[src/rtl/ysyx_25060173_mem_arbiter_pkg.sv]
// Shared types for the IF/LS memory arbiter: FSM state encoding, grant IDs, default widths.
package ysyx_25060173_mem_arbiter_pkg;

    localparam int ADDR_W_DEF = 32;
    localparam int DATA_W_DEF = 32;

    typedef enum logic [1:0] {
        IDLE = 2'd0,
        REQ  = 2'd1,
        WAIT = 2'd2
    } arb_state_e;

    typedef enum logic {
        GNT_IF = 1'b0,
        GNT_LS = 1'b1
    } gnt_e;

endpackage

[src/rtl/ysyx_25060173_mem_arbiter_if.sv]
// Bundle of IF, LS and memory-side handshake signals; slave is the arbiter, master the environment.
interface ysyx_25060173_mem_arbiter_if #(
    parameter int ADDR_W = 32,
    parameter int DATA_W = 32
);
    logic              if_req_valid;
    logic              if_req_ready;
    logic [ADDR_W-1:0] if_req_addr;
    logic              if_resp_valid;
    logic [DATA_W-1:0] if_resp_data;

    logic                ls_req_valid;
    logic                ls_req_ready;
    logic [ADDR_W-1:0]   ls_req_addr;
    logic                ls_req_wen;
    logic [DATA_W-1:0]   ls_req_wdata;
    logic [DATA_W/8-1:0] ls_req_wmask;
    logic                ls_resp_valid;
    logic [DATA_W-1:0]   ls_resp_data;

    logic                mem_req_valid;
    logic                mem_req_ready;
    logic [ADDR_W-1:0]   mem_req_addr;
    logic                mem_req_wen;
    logic [DATA_W-1:0]   mem_req_wdata;
    logic [DATA_W/8-1:0] mem_req_wmask;
    logic                mem_resp_valid;
    logic [DATA_W-1:0]   mem_resp_data;

    modport slave (
        input  if_req_valid, if_req_addr,
        output if_req_ready, if_resp_valid, if_resp_data,
        input  ls_req_valid, ls_req_addr, ls_req_wen, ls_req_wdata, ls_req_wmask,
        output ls_req_ready, ls_resp_valid, ls_resp_data,
        output mem_req_valid, mem_req_addr, mem_req_wen, mem_req_wdata, mem_req_wmask,
        input  mem_req_ready, mem_resp_valid, mem_resp_data
    );

    modport master (
        output if_req_valid, if_req_addr,
        input  if_req_ready, if_resp_valid, if_resp_data,
        output ls_req_valid, ls_req_addr, ls_req_wen, ls_req_wdata, ls_req_wmask,
        input  ls_req_ready, ls_resp_valid, ls_resp_data,
        input  mem_req_valid, mem_req_addr, mem_req_wen, mem_req_wdata, mem_req_wmask,
        output mem_req_ready, mem_resp_valid, mem_resp_data
    );

endinterface

[src/rtl/ysyx_25060173_arb_pick.sv]
// Combinational 2-way picker. Fixed LS > IF priority by default;
// YSYX_25060173_MEM_ARB_RR_EN selects round-robin against last_grant.
module ysyx_25060173_arb_pick
    import ysyx_25060173_mem_arbiter_pkg::*;
(
    input  logic if_valid,
    input  logic ls_valid,
    input  gnt_e last_grant,
    output gnt_e grant,
    output logic any_valid
);

    assign any_valid = if_valid | ls_valid;

`ifdef YSYX_25060173_MEM_ARB_RR_EN
    always_comb begin
        grant = GNT_IF;
        if (if_valid && ls_valid) begin
            grant = (last_grant == GNT_IF) ? GNT_LS : GNT_IF;
        end else if (ls_valid) begin
            grant = GNT_LS;
        end
    end
`else
    logic unused_last_grant;
    assign unused_last_grant = last_grant;
    assign grant = ls_valid ? GNT_LS : GNT_IF;
`endif

endmodule

[src/rtl/ysyx_25060173_mem_arbiter.sv]
// Shares one memory port between IF and LS, one transaction in flight.
// Arbitration policy is selected by YSYX_25060173_MEM_ARB_RR_EN (see ysyx_25060173_arb_pick).
module ysyx_25060173_mem_arbiter
    import ysyx_25060173_mem_arbiter_pkg::*;
#(
    parameter int ADDR_W = ADDR_W_DEF,
    parameter int DATA_W = DATA_W_DEF
) (
    input logic                            clk,
    input logic                            rst,
    ysyx_25060173_mem_arbiter_if.slave     bus
);

    arb_state_e          state_q, state_d;
    gnt_e                owner_q, owner_d;
    gnt_e                last_grant_q, last_grant_d;
    logic                mem_req_valid_q, mem_req_valid_d;
    logic [ADDR_W-1:0]   addr_q, addr_d;
    logic                wen_q, wen_d;
    logic [DATA_W-1:0]   wdata_q, wdata_d;
    logic [DATA_W/8-1:0] wmask_q, wmask_d;

    gnt_e gnt;
    logic any_valid;
    logic accept;
    logic resp_fire;

    ysyx_25060173_arb_pick u_pick (
        .if_valid   (bus.if_req_valid),
        .ls_valid   (bus.ls_req_valid),
        .last_grant (last_grant_q),
        .grant      (gnt),
        .any_valid  (any_valid)
    );

    // Readies and responses are held low while rst is asserted so nothing leaks mid-reset.
    assign accept           = !rst && (state_q == IDLE) && any_valid;
    assign bus.ls_req_ready = accept && (gnt == GNT_LS);
    assign bus.if_req_ready = accept && (gnt == GNT_IF);

    assign resp_fire = !rst && bus.mem_resp_valid &&
                       ((state_q == WAIT) || ((state_q == REQ) && bus.mem_req_ready));

    assign bus.if_resp_valid = resp_fire && (owner_q == GNT_IF);
    assign bus.ls_resp_valid = resp_fire && (owner_q == GNT_LS);
    assign bus.if_resp_data  = bus.if_resp_valid ? bus.mem_resp_data : '0;
    assign bus.ls_resp_data  = bus.ls_resp_valid ? bus.mem_resp_data : '0;

    assign bus.mem_req_valid = mem_req_valid_q;
    assign bus.mem_req_addr  = addr_q;
    assign bus.mem_req_wen   = wen_q;
    assign bus.mem_req_wdata = wdata_q;
    assign bus.mem_req_wmask = wmask_q;

    always_comb begin
        state_d         = state_q;
        owner_d         = owner_q;
        last_grant_d    = last_grant_q;
        mem_req_valid_d = mem_req_valid_q;
        addr_d          = addr_q;
        wen_d           = wen_q;
        wdata_d         = wdata_q;
        wmask_d         = wmask_q;
        case (state_q)
            IDLE: begin
                if (accept) begin
                    owner_d         = gnt;
                    last_grant_d    = gnt;
                    state_d         = REQ;
                    mem_req_valid_d = 1'b1;
                    if (gnt == GNT_LS) begin
                        addr_d  = bus.ls_req_addr;
                        wen_d   = bus.ls_req_wen;
                        wdata_d = bus.ls_req_wdata;
                        wmask_d = bus.ls_req_wen ? bus.ls_req_wmask : '0;
                    end else begin
                        addr_d  = bus.if_req_addr;
                        wen_d   = 1'b0;
                        wdata_d = '0;
                        wmask_d = '0;
                    end
                end
            end
            REQ: begin
                if (bus.mem_req_ready) begin
                    mem_req_valid_d = 1'b0;
                    // Zero-latency memory completes in the accept cycle and skips WAIT.
                    state_d = bus.mem_resp_valid ? IDLE : WAIT;
                end
            end
            WAIT: begin
                if (bus.mem_resp_valid) begin
                    state_d = IDLE;
                end
            end
            default: begin
                state_d         = IDLE;
                mem_req_valid_d = 1'b0;
            end
        endcase
    end

    always_ff @(posedge clk) begin
        if (rst) begin
            state_q         <= IDLE;
            owner_q         <= GNT_IF;
            last_grant_q    <= GNT_IF;
            mem_req_valid_q <= 1'b0;
            addr_q          <= '0;
            wen_q           <= 1'b0;
            wdata_q         <= '0;
            wmask_q         <= '0;
        end else begin
            state_q         <= state_d;
            owner_q         <= owner_d;
            last_grant_q    <= last_grant_d;
            mem_req_valid_q <= mem_req_valid_d;
            addr_q          <= addr_d;
            wen_q           <= wen_d;
            wdata_q         <= wdata_d;
            wmask_q         <= wmask_d;
        end
    end

endmodule

[src/flat_wrapper.sv]
// flat-port wrapper written by rule: the top's interface ports become plain ports
module ysyx_25060173_mem_arbiter_flat import ysyx_25060173_mem_arbiter_pkg::*;
#(
    parameter int ADDR_W = ADDR_W_DEF,
    parameter int DATA_W = DATA_W_DEF
)
  (clk, rst, bus_if_req_valid, bus_if_req_addr, bus_if_req_ready, bus_if_resp_valid, bus_if_resp_data, bus_ls_req_valid, bus_ls_req_addr, bus_ls_req_wen, bus_ls_req_wdata, bus_ls_req_wmask, bus_ls_req_ready, bus_ls_resp_valid, bus_ls_resp_data, bus_mem_req_valid, bus_mem_req_addr, bus_mem_req_wen, bus_mem_req_wdata, bus_mem_req_wmask, bus_mem_req_ready, bus_mem_resp_valid, bus_mem_resp_data);
  ysyx_25060173_mem_arbiter_if #(.ADDR_W(ADDR_W), .DATA_W(DATA_W)) bus_i ();
  input logic clk;
  input logic rst;
  input wire logic [$bits(bus_i.if_req_valid)-1:0] bus_if_req_valid;
  input wire logic [$bits(bus_i.if_req_addr)-1:0] bus_if_req_addr;
  output wire logic [$bits(bus_i.if_req_ready)-1:0] bus_if_req_ready;
  output wire logic [$bits(bus_i.if_resp_valid)-1:0] bus_if_resp_valid;
  output wire logic [$bits(bus_i.if_resp_data)-1:0] bus_if_resp_data;
  input wire logic [$bits(bus_i.ls_req_valid)-1:0] bus_ls_req_valid;
  input wire logic [$bits(bus_i.ls_req_addr)-1:0] bus_ls_req_addr;
  input wire logic [$bits(bus_i.ls_req_wen)-1:0] bus_ls_req_wen;
  input wire logic [$bits(bus_i.ls_req_wdata)-1:0] bus_ls_req_wdata;
  input wire logic [$bits(bus_i.ls_req_wmask)-1:0] bus_ls_req_wmask;
  output wire logic [$bits(bus_i.ls_req_ready)-1:0] bus_ls_req_ready;
  output wire logic [$bits(bus_i.ls_resp_valid)-1:0] bus_ls_resp_valid;
  output wire logic [$bits(bus_i.ls_resp_data)-1:0] bus_ls_resp_data;
  output wire logic [$bits(bus_i.mem_req_valid)-1:0] bus_mem_req_valid;
  output wire logic [$bits(bus_i.mem_req_addr)-1:0] bus_mem_req_addr;
  output wire logic [$bits(bus_i.mem_req_wen)-1:0] bus_mem_req_wen;
  output wire logic [$bits(bus_i.mem_req_wdata)-1:0] bus_mem_req_wdata;
  output wire logic [$bits(bus_i.mem_req_wmask)-1:0] bus_mem_req_wmask;
  input wire logic [$bits(bus_i.mem_req_ready)-1:0] bus_mem_req_ready;
  input wire logic [$bits(bus_i.mem_resp_valid)-1:0] bus_mem_resp_valid;
  input wire logic [$bits(bus_i.mem_resp_data)-1:0] bus_mem_resp_data;
  assign bus_i.if_req_valid = bus_if_req_valid;
  assign bus_i.if_req_addr = bus_if_req_addr;
  assign bus_if_req_ready = bus_i.if_req_ready;
  assign bus_if_resp_valid = bus_i.if_resp_valid;
  assign bus_if_resp_data = bus_i.if_resp_data;
  assign bus_i.ls_req_valid = bus_ls_req_valid;
  assign bus_i.ls_req_addr = bus_ls_req_addr;
  assign bus_i.ls_req_wen = bus_ls_req_wen;
  assign bus_i.ls_req_wdata = bus_ls_req_wdata;
  assign bus_i.ls_req_wmask = bus_ls_req_wmask;
  assign bus_ls_req_ready = bus_i.ls_req_ready;
  assign bus_ls_resp_valid = bus_i.ls_resp_valid;
  assign bus_ls_resp_data = bus_i.ls_resp_data;
  assign bus_mem_req_valid = bus_i.mem_req_valid;
  assign bus_mem_req_addr = bus_i.mem_req_addr;
  assign bus_mem_req_wen = bus_i.mem_req_wen;
  assign bus_mem_req_wdata = bus_i.mem_req_wdata;
  assign bus_mem_req_wmask = bus_i.mem_req_wmask;
  assign bus_i.mem_req_ready = bus_mem_req_ready;
  assign bus_i.mem_resp_valid = bus_mem_resp_valid;
  assign bus_i.mem_resp_data = bus_mem_resp_data;
  ysyx_25060173_mem_arbiter #(.ADDR_W(ADDR_W), .DATA_W(DATA_W)) u_core (.clk(clk), .rst(rst), .bus(bus_i));
endmodule
[config.mk]
export PLATFORM = sky130hd
export DESIGN_NAME = ysyx_25060173_mem_arbiter_flat
export DESIGN_NICKNAME = d
export VERILOG_FILES = /design/src/rtl/ysyx_25060173_mem_arbiter_pkg.sv /design/src/rtl/ysyx_25060173_mem_arbiter_if.sv /design/src/rtl/ysyx_25060173_arb_pick.sv /design/src/rtl/ysyx_25060173_mem_arbiter.sv /design/src/flat_wrapper.sv
export SDC_FILE = /design/constraint.sdc
export NUM_CORES = 1
export LEC_CHECK = 0
export ABC_AREA = 1
export BUFFER_PORTS_ARGS = -buffer_cell sky130_fd_sc_hd__clkbuf_2
export CAP_MARGIN = 5
export CORE_AREA = 2 2 107 109
export CTS_BUF_LIST = sky130_fd_sc_hd__clkbuf_8
export DETAILED_ROUTE_END_ITERATION = 6
export DIE_AREA = 0 0 109 111
export MAX_ROUTING_LAYER = met4
export PLACE_DENSITY = 0.7
export SYNTH_ARGS = -nofsm -noshare
export SYNTH_HDL_FRONTEND = slang
export SYNTH_SLANG_ARGS = --single-unit
export TNS_END_PERCENT = 30
[constraint.sdc]
create_clock -name clk -period 2 [get_ports clk]
set_clock_uncertainty 0.2 [all_clocks]
set_input_delay 0.2 -clock clk [delete_from_list [all_inputs] [get_ports clk]]
set_output_delay 0.2 -clock clk [all_outputs]
set_load 0.02 [all_outputs]
### Word-level counts from Yosys, hierarchy flattened

Index checks and enable logic that the tools add are counted.

* register bits after elaboration: 73
* input bits: 139
* word-level logic and storage cells: 47

* equal/unequal tests: 5
* mux-type cells: 16
* bitwise logic cells: 4
* reductions and logical operators: 15

Operators by type and width (count)
* 32-bit two-way mux: 4
* 1-bit logical AND: 9
* 2-bit two-way mux: 4
* 4-bit two-way mux: 2
* 2-bit case mux with 3 select lines: 1
* 3-bit AND reduction: 2
* 1-bit two-way mux: 4
* 2-bit inequality test, second input constant: 2
* 1-bit NOT: 3
* 1-bit case mux with 3 select lines: 1
* 2-bit by 1-bit == test with 1-bit output, second input constant: 1
* 2-bit == test, second input constant: 1
* 2-bit logical NOT: 1
* 2-bit by 1-bit inequality test with 1-bit output, second input constant: 1
* 2-bit AND reduction: 1
* 1-bit logical NOT: 1
* 1-bit logical OR: 1
* 1-bit bitwise OR: 1

### Depth between registers and ports, before layout

* depth in word-level cells: 6
* gate-level depth with buffers: 7
* mapped depth without buffers: 7

### Modules after synthesis

A second synthesis with hierarchy kept.

* cell total of the unflattened synthesis: 599
* area, all modules: 3988.8 sq um

Modules (own cells, without submodules)
* ysyx_25060173_mem_arbiter: instances 1, cells an instance 595, area an instance 3970.1 sq um, seq. area each 1461.4 sq um
* ysyx_25060173_arb_pick: instances 1, cells an instance 4, area an instance 18.8 sq um, seq. area each 0.0 sq um

### Worst setup path after synthesis

Ideal clock, no wire load.

* path type: flip-flop to output port
* start: reg u_core.state_q[1]
* end: out bus_ls_resp_data[22]
* data arrival time: 1.180 ns
* required time: 1.600 ns
* slack: 0.420 ns
* stages on the path, launching flop included: 7
* path buffers: 1
* path through: dfxtp_1 inv_1 nand3_1 nand2_1 nand4_1 buf_2 nor2_1

* cells in the longest elaborated chain, start to end: 6

RTL lines
* start: declaration: line ysyx_25060173_mem_arbiter.sv:14 `arb_state_e state_q, state_d;`
* start signal: assignment: line ysyx_25060173_mem_arbiter.sv:114 `state_q <= state_d;`
* 2-bit by 1-bit == test with 1-bit output: line ysyx_25060173_mem_arbiter.sv:42 `((state_q == WAIT) || ((state_q == REQ) && bus.mem_req_ready));`
* 1-bit logical AND: line ysyx_25060173_mem_arbiter.sv:42
* 1-bit logical OR (*): line ysyx_25060173_mem_arbiter.sv:42
* 1-bit logical AND (*): line ysyx_25060173_mem_arbiter.sv:41 `assign resp_fire = !rst && bus.mem_resp_valid &&`
* 1-bit logical AND (*): line ysyx_25060173_mem_arbiter.sv:45 `assign bus.ls_resp_valid = resp_fire && (owner_q == GNT_LS);`
* 32-bit two-way mux (*): line ysyx_25060173_mem_arbiter.sv:47 `assign bus.ls_resp_data = bus.ls_resp_valid ? bus.mem_resp_data : '0;`
* end: declaration: line flat_wrapper.sv:23 `output wire logic [$bits(bus_i.ls_resp_data)-1:0] bus_ls_resp_data;`

Every way passes the cells marked *; elsewhere a longest branch is shown, timed or not.

### Final worst setup path

* start: reg u_core.state_q[1]
* end: out bus_ls_resp_data[23]

Same word-level chain as after synthesis.

==> reports/metrics.csv <==
stage,metric,value,unit
worst_setup_path,required,1600,ps
routing,detail-route-antenna-nets,0,
synth,synth_edf_count,0,
synth,syn_nets,770,
synth,syn_inst,631,
worst_setup_path,critPathArrivalTime,1580,ps
sta,worst-slew-pin-transition,507,ps
synth,syn_area,0.00379,mm^2
floorplanning,die_area,0.0121,mm^2
grt,grt_pass1_wl,23000,um
grt,grtUsageTotal,24.5,%
place,place_congestion,0.801,
synth,synth_top_area_cell,dfxtp_1,
synth,synth-xor-area-share,0,%
sta,finalHoldViolations,0,
routing,dr.pass1.iters,5,
sta,fin_crit,1980,ps
sta,drv_slew,0,
worst_setup_path,cp_slowest_cell,dfxtp_2,
worst_setup_path,rr_endpoint,u_core.state_q[1],
grt,use_met2,44.7,%
grt,grt_overflow,0,
synth,ys.flop_type,dfxtp_1,
synth,synth_commonest_cells,"214 x nand2_1, 77 x inv_1, 74 x nand3_1, 73 x dfxtp_1, 72 x nor2_1",
routing,drtIter0Drc,332,
sta,fmax,0.505,GHz
cells_and_area,area_growth,74.2,%
grt,grtUsageMet3,4.17,%
sta,final.setup.tns,0,ps
floorplanning,num_io_pins,277,
floorplanning,initial_core_util,34.2,%
synth,synth_top_family_by_area,simple AND/OR/NAND/NOR gates,
floorplanning,fp.dieW,109,um
grt,use_met1,25.6,%
clocking,htreeDepth,3,
synth,yosys_warnings,0,
place,dp.final_hpwl,9880,um
floorplanning,die_h,111,um
cells_and_area,nets,1117,
worst_setup_path,path_max_fanout,16,
grt,grt_pass1_vias,4884,
cells_and_area,n_antenna_cell,0,
synth,synth_fa_ha_area_share,0,%
worst_setup_path,rr_worst_depth,4,
grt,grt.busiest_layer,met2,
pwr,comb_power_share,24.4,%
pwr,leakagePower,0.00371,uW
clocking,cts_tree,done,
synth,synth_mux_area_share,0,%
clocking,numClockSinks,73,
floorplanning,placementRows,39,
sta,finalCritPeriodShare,99.0,%
pwr,clockPowerShare,35.9,%
synth,async_reset_ff_share,0,%
synth,synth-simple-area-share,38.4,%
grt,antenna_found_initial,0,
floorplanning,core,0.0111,mm^2
worst_setup_path,end_kind,primary output,
routing,vias,5183,
routing,vias_per_cell,4.60,
worst_setup_path,ff2ff_setup_slack,420,ps
synth,synth.top_cell.area_share,38.6,%
cells_and_area,drive_above_1_share,34.3,%
synth,synth_compound_area_share,9.58,%
synth,ys_ff_latch,73,
hold_path,worstHoldStart,bus_ls_req_wdata[2],
pwr,switching_share,28.7,%
worst_setup_path,worstSetupPathType,register to primary output,
sta,rsz0062_at_grt,yes,
routing,wire_per_inst,13.4,um
hold_path,hp-class,primary input to register,
sta,fin_hold_ws,8.05,ps
synth,synth.most_common_cell,nand2_1,
run,drv_cap,0,
routing,wirelength,15100,um
synth,synth_cell_types,16,
worst_setup_path,setup.worst_path.start_class,register,
pwr,power.density,595,mW/mm^2
worst_setup_path,path_cells,inv_2 -> nand3_2 -> nand2_2 -> nand4_1 -> buf_6 -> clkbuf_16 -> nor2_1 -> buf_4,
sta,setup-violations-final,0,
clocking,clk_pin_slew,70,ps
sta,max_slew_margin,66.2,%
outcome,status,"finished, final reports clean",
grt,grt_max_degree,48,
routing,drc,0,
worst_setup_path,endpoint,bus_ls_resp_data[23],
pwr,ir_drop,0.331,mV
synth,synth-seq-area-share,38.6,%
worst_setup_path,r2r-start,u_core.state_q[0],
place,port_buffers,276,
synth,ys_top_cells_by_area,"dfxtp_1 39%, nand2_1 21%, nand3_1 9.8%",
worst_setup_path,cp_slowest_stage_delay,340,ps
clocking,cts_made_buffers,9,
worst_setup_path,crit_start,u_core.state_q[1],
clocking,clock_latency,340,ps
synth,syn-mean-instance-area,6.00,um^2
pwr,seq_power_share,39.7,%
pwr,intPower,2800,uW
clocking,clockBufferDepth,2,
clocking,cts_root_buffer,clkbuf_8,
pwr,power_switching,1130,uW
## worst min path at each step
stage / endpoint / depth (start not counted)
after floorplan: u_core.state_q[1] / 1
after global placement: u_core.state_q[1] / 2
after detailed placement: u_core.state_q[1] / 2
after CTS: u_core.bus.mem_req_wdata[2] / 5
after global routing: u_core.bus.mem_req_wdata[2] / 5
final: u_core.bus.mem_req_wdata[2] / 5
## critical path, delay by kind of cell (launching register included)
| family | cells | cell delay [ps] |
|---|---|---|
| AND/OR/NAND/NOR | 4 | 360 |
| flip-flops | 1 | 340 |
| buffers and inverters | 4 | 540 |
## cells in the final DEF, fill, tap and decap left out, drive strengths merged
cell type / netlist / routed
a211oi: 1 / 1
a21oi: 70 / 70
buf: 30 / 49
bufinv: 0 / 3
clkbuf: 16 / 255
clkinv: 0 / 1
clkinvlp: 0 / 1
dfxtp: 73 / 73
dlygate4sd3: 0 / 88
inv: 78 / 79
nand2: 214 / 214
nand3: 74 / 74
nand4: 1 / 1
nor2: 73 / 73
o21ai: 1 / 1
## per-stage QoR
step / utilization (%) / instances / worst slack (ps) / cell area (um^2) / total power [uW]
after global routing: 59.6 / 1126 / -45.6 / 6600 / 4120
after CTS: 58.0 / 1124 / 6.39 / 6420 / 3940
after global placement: 47.8 / 1020 / 406 / 5300 / 2370
final: 59.6 / 1126 / 20.4 / 6600 / 3930
after detailed placement: 47.8 / 1020 / 367 / 5300 / 2380
after floorplan: - / 631 / 420 / 3790 / 2050
## flip-flops by register name, indices dropped and copies added (netlist names)
name,flops
u_core.bus.mem_req_wmask,4
u_core.bus.mem_req_valid,1
u_core.bus.mem_req_wdata,32
u_core.state_q,2
u_core.bus.mem_req_wen,1
u_core.owner_q,1
u_core.bus.mem_req_addr,32
## power by group through the flow
stage | clock [uW] | combinational (uW) | sequential (uW)
after global placement | 0 | 784 | 1590
after global routing | 1500 | 1050 | 1570
after floorplan | 0 | 382 | 1670
after CTS | 1440 | 937 | 1560
final | 1410 | 956 | 1560
after detailed placement | 0 | 786 | 1590
## final cells by class
type,count,area (um^2)
clock buffers,10,138
clock inverters,6,106
fillers,1045,4480
inverters,78,293
multi-input cells,434,1880
flip-flops and latches,73,1460
well taps,143,179
repair buffers,382,2540
## cells by family after synthesis
family / Yosys count
AOI/OAI and AO/OA: 72
DFF: 73
buffers and inverters: 124
and+or+nand+nor: 362
## metal layers
layer,share of wire [%],wire [um],vias to the layer above
met5,0,0,-
met4,3.6,543,0
met3,6.6,994,40
met2,52,7850,228
met1,38,5700,2293
li1,-,-,2622
## what timing repair did
action                     CTS  global route
gates resized for setup      1            91
hold endpoints to repair    65             0
hold buffers                88             0
cloned                       0             1
pin swaps                    0             1
setup endpoints to repair    2            67
buffers inserted             0             1
Power figures use the tool's default switching activity.
